### src/rtl/vga_axil_slave_ctrl.sv
// AXI-Lite slave bridging to a native register port: one-cycle write/read strobes, reads use a 1-cycle native latency.
// Each channel accepts one transaction at a time and holds B/R until bready_i/rready_i; AW/W/AR stall meanwhile.
module vga_axil_slave_ctrl #(
  parameter int AXIL_ADDR_WIDTH = 32,
  parameter int AXIL_DATA_WIDTH = 32,
  parameter int REG_COUNT       = 16,
  parameter logic [AXIL_ADDR_WIDTH-1:0] BASE_ADDR = '0,
  parameter int WR_PRIORITY     = 1,
  localparam int NA = $clog2(REG_COUNT),
  localparam int SW = AXIL_DATA_WIDTH / 8
) (
  input  logic                       clk_i,
  input  logic                       rst_i,
  input  logic [AXIL_ADDR_WIDTH-1:0] awaddr_i,
  input  logic                       awvalid_i,
  output logic                       awready_o,
  input  logic [AXIL_DATA_WIDTH-1:0] wdata_i,
  input  logic [SW-1:0]              wstrb_i,
  input  logic                       wvalid_i,
  output logic                       wready_o,
  output logic [1:0]                 bresp_o,
  output logic                       bvalid_o,
  input  logic                       bready_i,
  input  logic [AXIL_ADDR_WIDTH-1:0] araddr_i,
  input  logic                       arvalid_i,
  output logic                       arready_o,
  output logic [AXIL_DATA_WIDTH-1:0] rdata_o,
  output logic [1:0]                 rresp_o,
  output logic                       rvalid_o,
  input  logic                       rready_i,
  output logic                       write_en_o,
  output logic [NA-1:0]              addr_write_o,
  output logic [AXIL_DATA_WIDTH-1:0] data_o,
  output logic [SW-1:0]              strb_o,
  output logic                       read_en_o,
  output logic [NA-1:0]              addr_read_o,
  input  logic [AXIL_DATA_WIDTH-1:0] data_i
);

  localparam int AL = $clog2(SW);
  localparam int WW = AXIL_ADDR_WIDTH - AL;
  localparam logic [WW-1:0] LP_REG_COUNT = WW'(REG_COUNT);
  localparam logic [1:0] RESP_OKAY   = 2'b00;
  localparam logic [1:0] RESP_DECERR = 2'b11;

  typedef enum logic [2:0] {W_IDLE, W_ADDR, W_DATA, W_EXEC, W_RESP} wstate_t;
  typedef enum logic [1:0] {R_IDLE, R_ISSUE, R_WAIT, R_RESP} rstate_t;

  wstate_t r_wstate;
  rstate_t r_rstate;
  logic    r_aw_ok;
  logic    r_ar_ok;

  // Extra top bit of the offset is the borrow: set when the address lies below BASE_ADDR.
  logic [AXIL_ADDR_WIDTH:0] w_aw_off;
  logic [AXIL_ADDR_WIDTH:0] w_ar_off;
  logic                     w_aw_ok;
  logic                     w_ar_ok;
  logic [NA-1:0]            w_aw_idx;
  logic [NA-1:0]            w_ar_idx;
  logic                     w_rd_hold;
  logic                     w_unused;

  assign w_aw_off = {1'b0, awaddr_i} - {1'b0, BASE_ADDR};
  assign w_ar_off = {1'b0, araddr_i} - {1'b0, BASE_ADDR};
  assign w_aw_ok  = !w_aw_off[AXIL_ADDR_WIDTH] && (w_aw_off[AXIL_ADDR_WIDTH-1:AL] < LP_REG_COUNT);
  assign w_ar_ok  = !w_ar_off[AXIL_ADDR_WIDTH] && (w_ar_off[AXIL_ADDR_WIDTH-1:AL] < LP_REG_COUNT);
  assign w_aw_idx = w_aw_off[AL+NA-1:AL];
  assign w_ar_idx = w_ar_off[AL+NA-1:AL];
  assign w_unused = ^{w_aw_off[AL-1:0], w_ar_off[AL-1:0]};

  // Delaying the read one cycle makes the native read observe the colliding write.
  assign w_rd_hold = (WR_PRIORITY != 0) && (r_wstate == W_EXEC) && r_aw_ok && r_ar_ok &&
                     (addr_write_o == addr_read_o);

  always_ff @(posedge clk_i) begin
    if (rst_i) begin
      r_wstate     <= W_IDLE;
      r_aw_ok      <= 1'b0;
      awready_o    <= 1'b1;
      wready_o     <= 1'b1;
      bvalid_o     <= 1'b0;
      bresp_o      <= RESP_OKAY;
      write_en_o   <= 1'b0;
      addr_write_o <= '0;
      data_o       <= '0;
      strb_o       <= '0;
    end else begin
      case (r_wstate)
        W_IDLE: begin
          if (awvalid_i) begin
            r_aw_ok      <= w_aw_ok;
            addr_write_o <= w_aw_idx;
            awready_o    <= 1'b0;
          end
          if (wvalid_i) begin
            data_o   <= wdata_i;
            strb_o   <= wstrb_i;
            wready_o <= 1'b0;
          end
          if (awvalid_i && wvalid_i) r_wstate <= W_EXEC;
          else if (awvalid_i)        r_wstate <= W_DATA;
          else if (wvalid_i)         r_wstate <= W_ADDR;
        end
        W_ADDR: begin
          if (awvalid_i) begin
            r_aw_ok      <= w_aw_ok;
            addr_write_o <= w_aw_idx;
            awready_o    <= 1'b0;
            r_wstate     <= W_EXEC;
          end
        end
        W_DATA: begin
          if (wvalid_i) begin
            data_o   <= wdata_i;
            strb_o   <= wstrb_i;
            wready_o <= 1'b0;
            r_wstate <= W_EXEC;
          end
        end
        W_EXEC: begin
          write_en_o <= r_aw_ok;
          bvalid_o   <= 1'b1;
          bresp_o    <= r_aw_ok ? RESP_OKAY : RESP_DECERR;
          r_wstate   <= W_RESP;
        end
        W_RESP: begin
          write_en_o <= 1'b0;
          if (bready_i) begin
            bvalid_o  <= 1'b0;
            bresp_o   <= RESP_OKAY;
            strb_o    <= '0;
            awready_o <= 1'b1;
            wready_o  <= 1'b1;
            r_wstate  <= W_IDLE;
          end
        end
        default: r_wstate <= W_IDLE;
      endcase
    end
  end

  always_ff @(posedge clk_i) begin
    if (rst_i) begin
      r_rstate    <= R_IDLE;
      r_ar_ok     <= 1'b0;
      arready_o   <= 1'b1;
      rvalid_o    <= 1'b0;
      rresp_o     <= RESP_OKAY;
      rdata_o     <= '0;
      read_en_o   <= 1'b0;
      addr_read_o <= '0;
    end else begin
      case (r_rstate)
        R_IDLE: begin
          if (arvalid_i) begin
            r_ar_ok     <= w_ar_ok;
            addr_read_o <= w_ar_idx;
            arready_o   <= 1'b0;
            r_rstate    <= R_ISSUE;
          end
        end
        R_ISSUE: begin
          if (!r_ar_ok) begin
            rdata_o  <= '0;
            rresp_o  <= RESP_DECERR;
            rvalid_o <= 1'b1;
            r_rstate <= R_RESP;
          end else if (!w_rd_hold) begin
            read_en_o <= 1'b1;
            r_rstate  <= R_WAIT;
          end
        end
        R_WAIT: begin
          // read_en_o doubles as the phase bit: data_i is valid the cycle after it drops.
          if (read_en_o) begin
            read_en_o <= 1'b0;
          end else begin
            rdata_o  <= data_i;
            rresp_o  <= RESP_OKAY;
            rvalid_o <= 1'b1;
            r_rstate <= R_RESP;
          end
        end
        R_RESP: begin
          if (rready_i) begin
            rvalid_o  <= 1'b0;
            arready_o <= 1'b1;
            r_rstate  <= R_IDLE;
          end
        end
        default: r_rstate <= R_IDLE;
      endcase
    end
  end

endmodule

### config.mk
export PLATFORM = sky130hd
export DESIGN_NAME = vga_axil_slave_ctrl
export DESIGN_NICKNAME = d
export VERILOG_FILES = /design/src/rtl/vga_axil_slave_ctrl.sv
export SDC_FILE = /design/constraint.sdc
export NUM_CORES = 1
export LEC_CHECK = 0
export BUFFER_PORTS_ARGS = -buffer_cell sky130_fd_sc_hd__buf_2
export CORE_UTILIZATION = 43
export CTS_CLUSTER_SIZE = 8
export DETAILED_ROUTE_END_ITERATION = 8
export GPL_TIMING_DRIVEN = 0
export PLACE_DENSITY = 0.8
export SLEW_MARGIN = 20
export SYNTH_ARGS = -nofsm -noshare
export SYNTH_HDL_FRONTEND = slang
export SYNTH_SLANG_ARGS = --single-unit
### constraint.sdc
create_clock -name clk_i -period 2.1 [get_ports clk_i]
set_clock_uncertainty 0.1 [all_clocks]
set_input_delay 0.21 -clock clk_i [delete_from_list [all_inputs] [get_ports clk_i]]
set_output_delay 0.21 -clock clk_i [all_outputs]
set_load 0.005 [all_outputs]
Word-level counts from Yosys, hierarchy flattened. Index checks and enable logic that the tools add are counted.

Logic and storage cells: 110. Bits of input ports: 139. Output and inout port bits: 87. Register bits: 94.

Reductions and logical operators: 26. Equality and inequality tests: 21. Order comparisons: 2. Mux-type cells: 43.

Operator list (count): $mux W32 (2); $pmux W32 S2 (1); $lt A30 B5 Y1 const B (2); $mux W2 (9); $mux W3 (6); $ne A2 B2 Y1 const B (9); $pmux W3 S5 (1); $reduce_and A3 Y1 (5); $pmux W1 S2 (6); $reduce_and A4 Y1 (3); $mux W1 (11); $reduce_bool A2 Y1 (5); $mux W4 (2); $pmux W2 S2 (2); $pmux W2 S4 (1); $pmux W4 S2 (1); $reduce_and A2 Y1 (4); $eq A3 B2 Y1 const B (2); $eq A2 B2 Y1 const B (2); $eq A4 B4 Y1 (1); $logic_and A1 B1 Y1 (4); $ne A2 B1 Y1 const B (2); $ne A4 B4 Y1 const B (1); $reduce_or A2 Y1 (2); 8 further kinds (8).

Logic depth before layout (Yosys ltp).
Depth after elaboration: 7. Mapped depth: 8. Gate-level depth less buffers: 6.

Worst setup path after synthesis. Ideal clock, no wire load.

Path type: flip-flop to flip-flop. Start: reg r_rstate[1]. End: reg r_rstate[1]. Cell stages (with the launch flop): 8. Path slack: 243 ps. Required time: 1940 ps. Buffers on the path: 1. Setup time: 60 ps. Arrival: 1697 ps. Clock period less this slack: 1857 ps. Cells stage by stage: dfxtp_1 inv_1 ha_1 buf_6 nor2b_4 or3_4 a2111oi_2 a311o_1.

Cells in the longest elaborated chain, start to end: 3. Elaborated cells between the ends (all ways): 10. Those cells by class: 7 x eq/ne; 1 x mux; 2 x reduce/logical.

Ends and longest elaborated chain: start, declared (RTL line 50) `rstate_t r_rstate;`; start signal, assigned (RTL line 145) `r_rstate <= R_IDLE;`; start signal, assigned (RTL line 160) `r_rstate <= R_ISSUE;`; start signal, assigned (RTL line 168) `r_rstate <= R_RESP;`; $eq A2 B1 Y1, or another cell as far along (RTL line 154) `case (r_rstate)`; $ne A3 B3 Y1 (no source line) or $ne A2 B2 Y1 (tied branches); $reduce_and A4 Y1 (no source line).

Parallel ways exist; a longest one is shown, timed or not. A chain may end at the register's enable or synchronous reset.

Final worst setup path.
Start: reg r_rstate[0]. End: reg r_rstate[1].

Same word-level chain as after synthesis.

==> impl_results.rst <==
.. list-table::
   :header-rows: 1

   * - Metric
     - Value
   * - Largest net degree at the start of global routing
     - 16
   * - Routability cong.
     - 0.7937
   * - Buffers inserted during post-CTS setup optimization
     - 0
   * - Leak
     - 2.685 nW
   * - Endpoint type of the worst setup path
     - register
   * - Share of cell area taken by muxes after synthesis
     - 0.01413
   * - Root buffer cell
     - sky130_fd_sc_hd__clkbuf_8
   * - Status
     - finished clean
   * - Router iterations before antenna repair
     - 5
   * - Clock tree from TritonCTS
     - built
   * - Violation count after the first detailed-route iteration
     - 161
   * - Top cell type's share of synthesized area
     - 0.5072
   * - Routed WL
     - 11.42 mm
   * - Synthesized-area fraction occupied by adder cells
     - 0.01378
   * - Shortest clock period the worst path allows after layout
     - 1.957 ns
   * - Tightest Hold Check Type
     - in2reg
   * - Clock latency reported for the late side of the worst-skew pair
     - 0.35 ns
   * - Share of layout cells above drive strength 1
     - 0.3731
   * - Total area of sequential cells
     - 1844 sq um
   * - Routed vias
     - 4113
   * - Worst Max-Slew Pin Slew
     - 0.5808 ns
   * - Initial Utilization
     - 0.4441
   * - Number of slew-limit violations in the final report
     - 0
   * - Max-capacitance violation count
     - 0
   * - Synth Area in Simple Gates
     - 0.2274
   * - Fraction of the yosys area taken by sequential cells
     - 0.5072
   * - Number of buffers created by CTS
     - 9
   * - Site row count
     - 33
   * - Warnings, synthesis
     - 0
   * - Max transition margin
     - 0.6128
   * - Layout Cells excl Fill
     - 818
   * - Critical Path RT
     - 2.30 ns
   * - Proportion of synthesized flip-flops having asynchronous set or reset
     - 0
   * - Setup repair after global routing missed its margin
     - no
   * - Clock slew seen by the registers of the worst setup and hold paths
     - 0.09 ns
   * - DR WL/cell
     - 13.96 um
   * - Most frequent cell after synthesis
     - sky130_fd_sc_hd__dfxtp_1
   * - H-tree depth
     - 3
   * - Cell Pwr Density
     - 880.1 nW/um^2
   * - Die boundary height
     - 93.89 um
   * - Kind of critical path
     - reg2reg
   * - Post-synthesis compound-gate area fraction
     - 0.1788
   * - Cell types with the largest area share after synthesis
     - sky130_fd_sc_hd__dfxtp_1 51%, sky130_fd_sc_hd__a22oi_1 7.9%, sky130_fd_sc_hd__nand2_1 7.9%, sky130_fd_sc_hd__a21oi_1 6.6%, sky130_fd_sc_hd__nor2_1 5.5%
   * - Post-Route Setup TNS
     - 0 ns
   * - First-pass GRT wire length
     - 17.35 mm
   * - Number of vias per cell after detailed routing
     - 5.028
   * - Type of element launching the critical path
     - register
   * - Final ANT Viol Nets
     - 0
   * - Diodes inserted
     - 0
   * - Post-synthesis share of cell area spent on xor and xnor gates
     - 0.009649
   * - Total Nets Final
     - 851
   * - Post-synth EDFFs
     - 0
   * - Total DRC errors in the routed layout
     - 0
   * - Bufs on Longest Clock Path
     - 2
   * - Area of the core
     - 8175 sq um
   * - Mean post-synth cell area
     - 8.584 sq um
   * - Post-synth top cells
     - 92 x sky130_fd_sc_hd__dfxtp_1, 76 x sky130_fd_sc_hd__nand2_1, 53 x sky130_fd_sc_hd__nor2_1
   * - Multi-input gate area in the final layout
     - 1614 sq um
   * - Half-perimeter wire length of the detailed placement result
     - 7.913 mm
   * - Antenna violations before repair
     - 0
   * - Total Routing Usage GR
     - 0.2521
   * - Count of final hold-check violations
     - 0
   * - # fillers
     - 616
   * - Netlist Area Pre-Place
     - 3631 sq um
   * - Number of placed I/O pins
     - 226
   * - Port buffer count
     - 221
   * - Number of global-route vias before repair
     - 3944
   * - Placed Cells
     - 749
   * - Crit-path max FO
     - 9
   * - Share of the cycle needed by the critical path after routing
     - 0.9317
   * - Horiz. Die Dim
     - 93.89 um
   * - Total congestion overflow
     - 0
   * - Die Footprint
     - 8815 sq um
   * - Number of synthesized register bits
     - 92
   * - Worst VDD drop
     - 0.5654 mV
   * - Total nets after synthesis
     - 566
   * - Synth Flop Type
     - sky130_fd_sc_hd__dfxtp_1
   * - Number of standard cells after synthesis
     - 423
   * - Worst hold slack
     - 0.01389 ns
   * - Combinational family with the most area after synthesis
     - simple AND/OR/NAND/NOR gates
   * - Timing-limited maximum frequency
     - 511.1 MHz
   * - Total number of clock tree sinks
     - 92
   * - Yosys cell types
     - 48
   * - Post-synthesis to final-layout area growth
     - 54.82%
   * - Cell taking the most area after synthesis
     - sky130_fd_sc_hd__dfxtp_1
   * - Number of failing setup endpoints in the final timing report
     - 0
   * - Endpoint arrival time on the critical path
     - 2.16 ns
-- registers in the layout, summed over array words and instances (netlist names), 2 cells and up --
name and flops:
addr_read_o 4, addr_write_o 4, data_o 32, r_rstate 2, r_wstate 3, rdata_o 32
strb_o 4
-- cells by family after synthesis --
| logic type | count (synthesis) |
|---|---|
| DFF | 92 |
| buffers and inverters | 38 |
| and+or+nand+nor | 178 |
| AOI/OAI and AO/OA | 102 |
| xor gates and xnor gates | 4 |
| adders and majority gates | 4 |
| muxes | 5 |
-- final timing paths --
kind	endpoint	slack (ns)	cells after the start	start
max	r_rstate[1]	0.14	7	r_rstate[0]
min reg2reg	data_o[23]	0.35	2	data_o[23]
max reg2reg	r_rstate[1]	0.14	7	r_rstate[0]
min	rdata_o[17]	0.01	3	data_i[17]
-- worst max-delay path, cell delays in order, from the launching register on --
cell and delay (ns):
sky130_fd_sc_hd__dfxtp_2 0.36, sky130_fd_sc_hd__inv_1 0.09, sky130_fd_sc_hd__ha_1 0.22, sky130_fd_sc_hd__buf_6 0.14, sky130_fd_sc_hd__nor2b_4 0.13, sky130_fd_sc_hd__or3_4 0.38
sky130_fd_sc_hd__a2111oi_2 0.34, sky130_fd_sc_hd__a311o_1 0.15
-- metrics by stage --
step / setup slack, ns / cell area (sq um) / util / power (W)
after CTS: 0.05852 / 5612 / 0.6864 / 0.004939
after global routing: 0.03966 / 5622 / 0.6876 / 0.005260
after detailed placement: 0.09498 / 4868 / 0.5955 / 0.003664
after global placement: 0.1622 / 4868 / 0.5955 / 0.003610
after floorplan: 0.2426 / 3631 / - / 0.003099
final: 0.1435 / 5622 / 0.6876 / 0.004948
-- power breakdown --
part           leakage, nW  total (W)  internal, W  switching [W]
sequential           0.753    0.00212      0.00197       0.000147
combinational         1.84    0.00163     0.000772       0.000858
clock               0.0918    0.00120     0.000585       0.000614
-- per-layer routing --
layer | GRT usage | wire, um | up-vias
met3 | 0.05663 | 819 | 18
met2 | 0.4714 | 5898 | 180
met4 | 0.1026 | 224 | 0
met5 | 0 | 0 | -
met1 | 0.2706 | 4476 | 1882
li1 | - | - | 2033
-- layout make-up --
cell class,count,share of cell area
sequential,92,0.3281
timing repair buffer,275,0.2929
multi-input combinational,293,0.2871
buffer,28,0.02649
clock buffer,11,0.02515
tap,105,0.02337
clock inverter,5,0.01091
inverter,9,0.006009
-- cell usage in the layout (no fill, tap or decap), types with 3 or more instances in the layout --
| cell type | instances |
|---|---|
| sky130_fd_sc_hd__a21oi_1 | 48 |
| sky130_fd_sc_hd__a22oi_1 | 38 |
| sky130_fd_sc_hd__buf_2 | 228 |
| sky130_fd_sc_hd__clkbuf_1 | 14 |
| sky130_fd_sc_hd__clkbuf_8 | 11 |
| sky130_fd_sc_hd__clkinvlp_4 | 3 |
| sky130_fd_sc_hd__dfxtp_1 | 90 |
| sky130_fd_sc_hd__dlygate4sd3_1 | 54 |
| sky130_fd_sc_hd__ha_1 | 3 |
| sky130_fd_sc_hd__inv_1 | 9 |
| sky130_fd_sc_hd__mux2i_1 | 4 |
| sky130_fd_sc_hd__nand2_1 | 76 |
| sky130_fd_sc_hd__nand2b_1 | 3 |
| sky130_fd_sc_hd__nand3_1 | 6 |
| sky130_fd_sc_hd__nor2_1 | 53 |
| sky130_fd_sc_hd__nor2b_1 | 3 |
| sky130_fd_sc_hd__nor3_1 | 3 |
| sky130_fd_sc_hd__nor4_1 | 14 |
| sky130_fd_sc_hd__o21ai_0 | 5 |
| sky130_fd_sc_hd__xor2_1 | 4 |
-- timing repair --
action | 4_1_cts | 5_1_grt
resized for setup | 0 | 13
endpoints found under the setup margin | 0 | 32
endpoints found under the hold margin | 54 | 0
hold buffers | 54 | 0
Note: power is estimated with default switching activity, not from simulation.
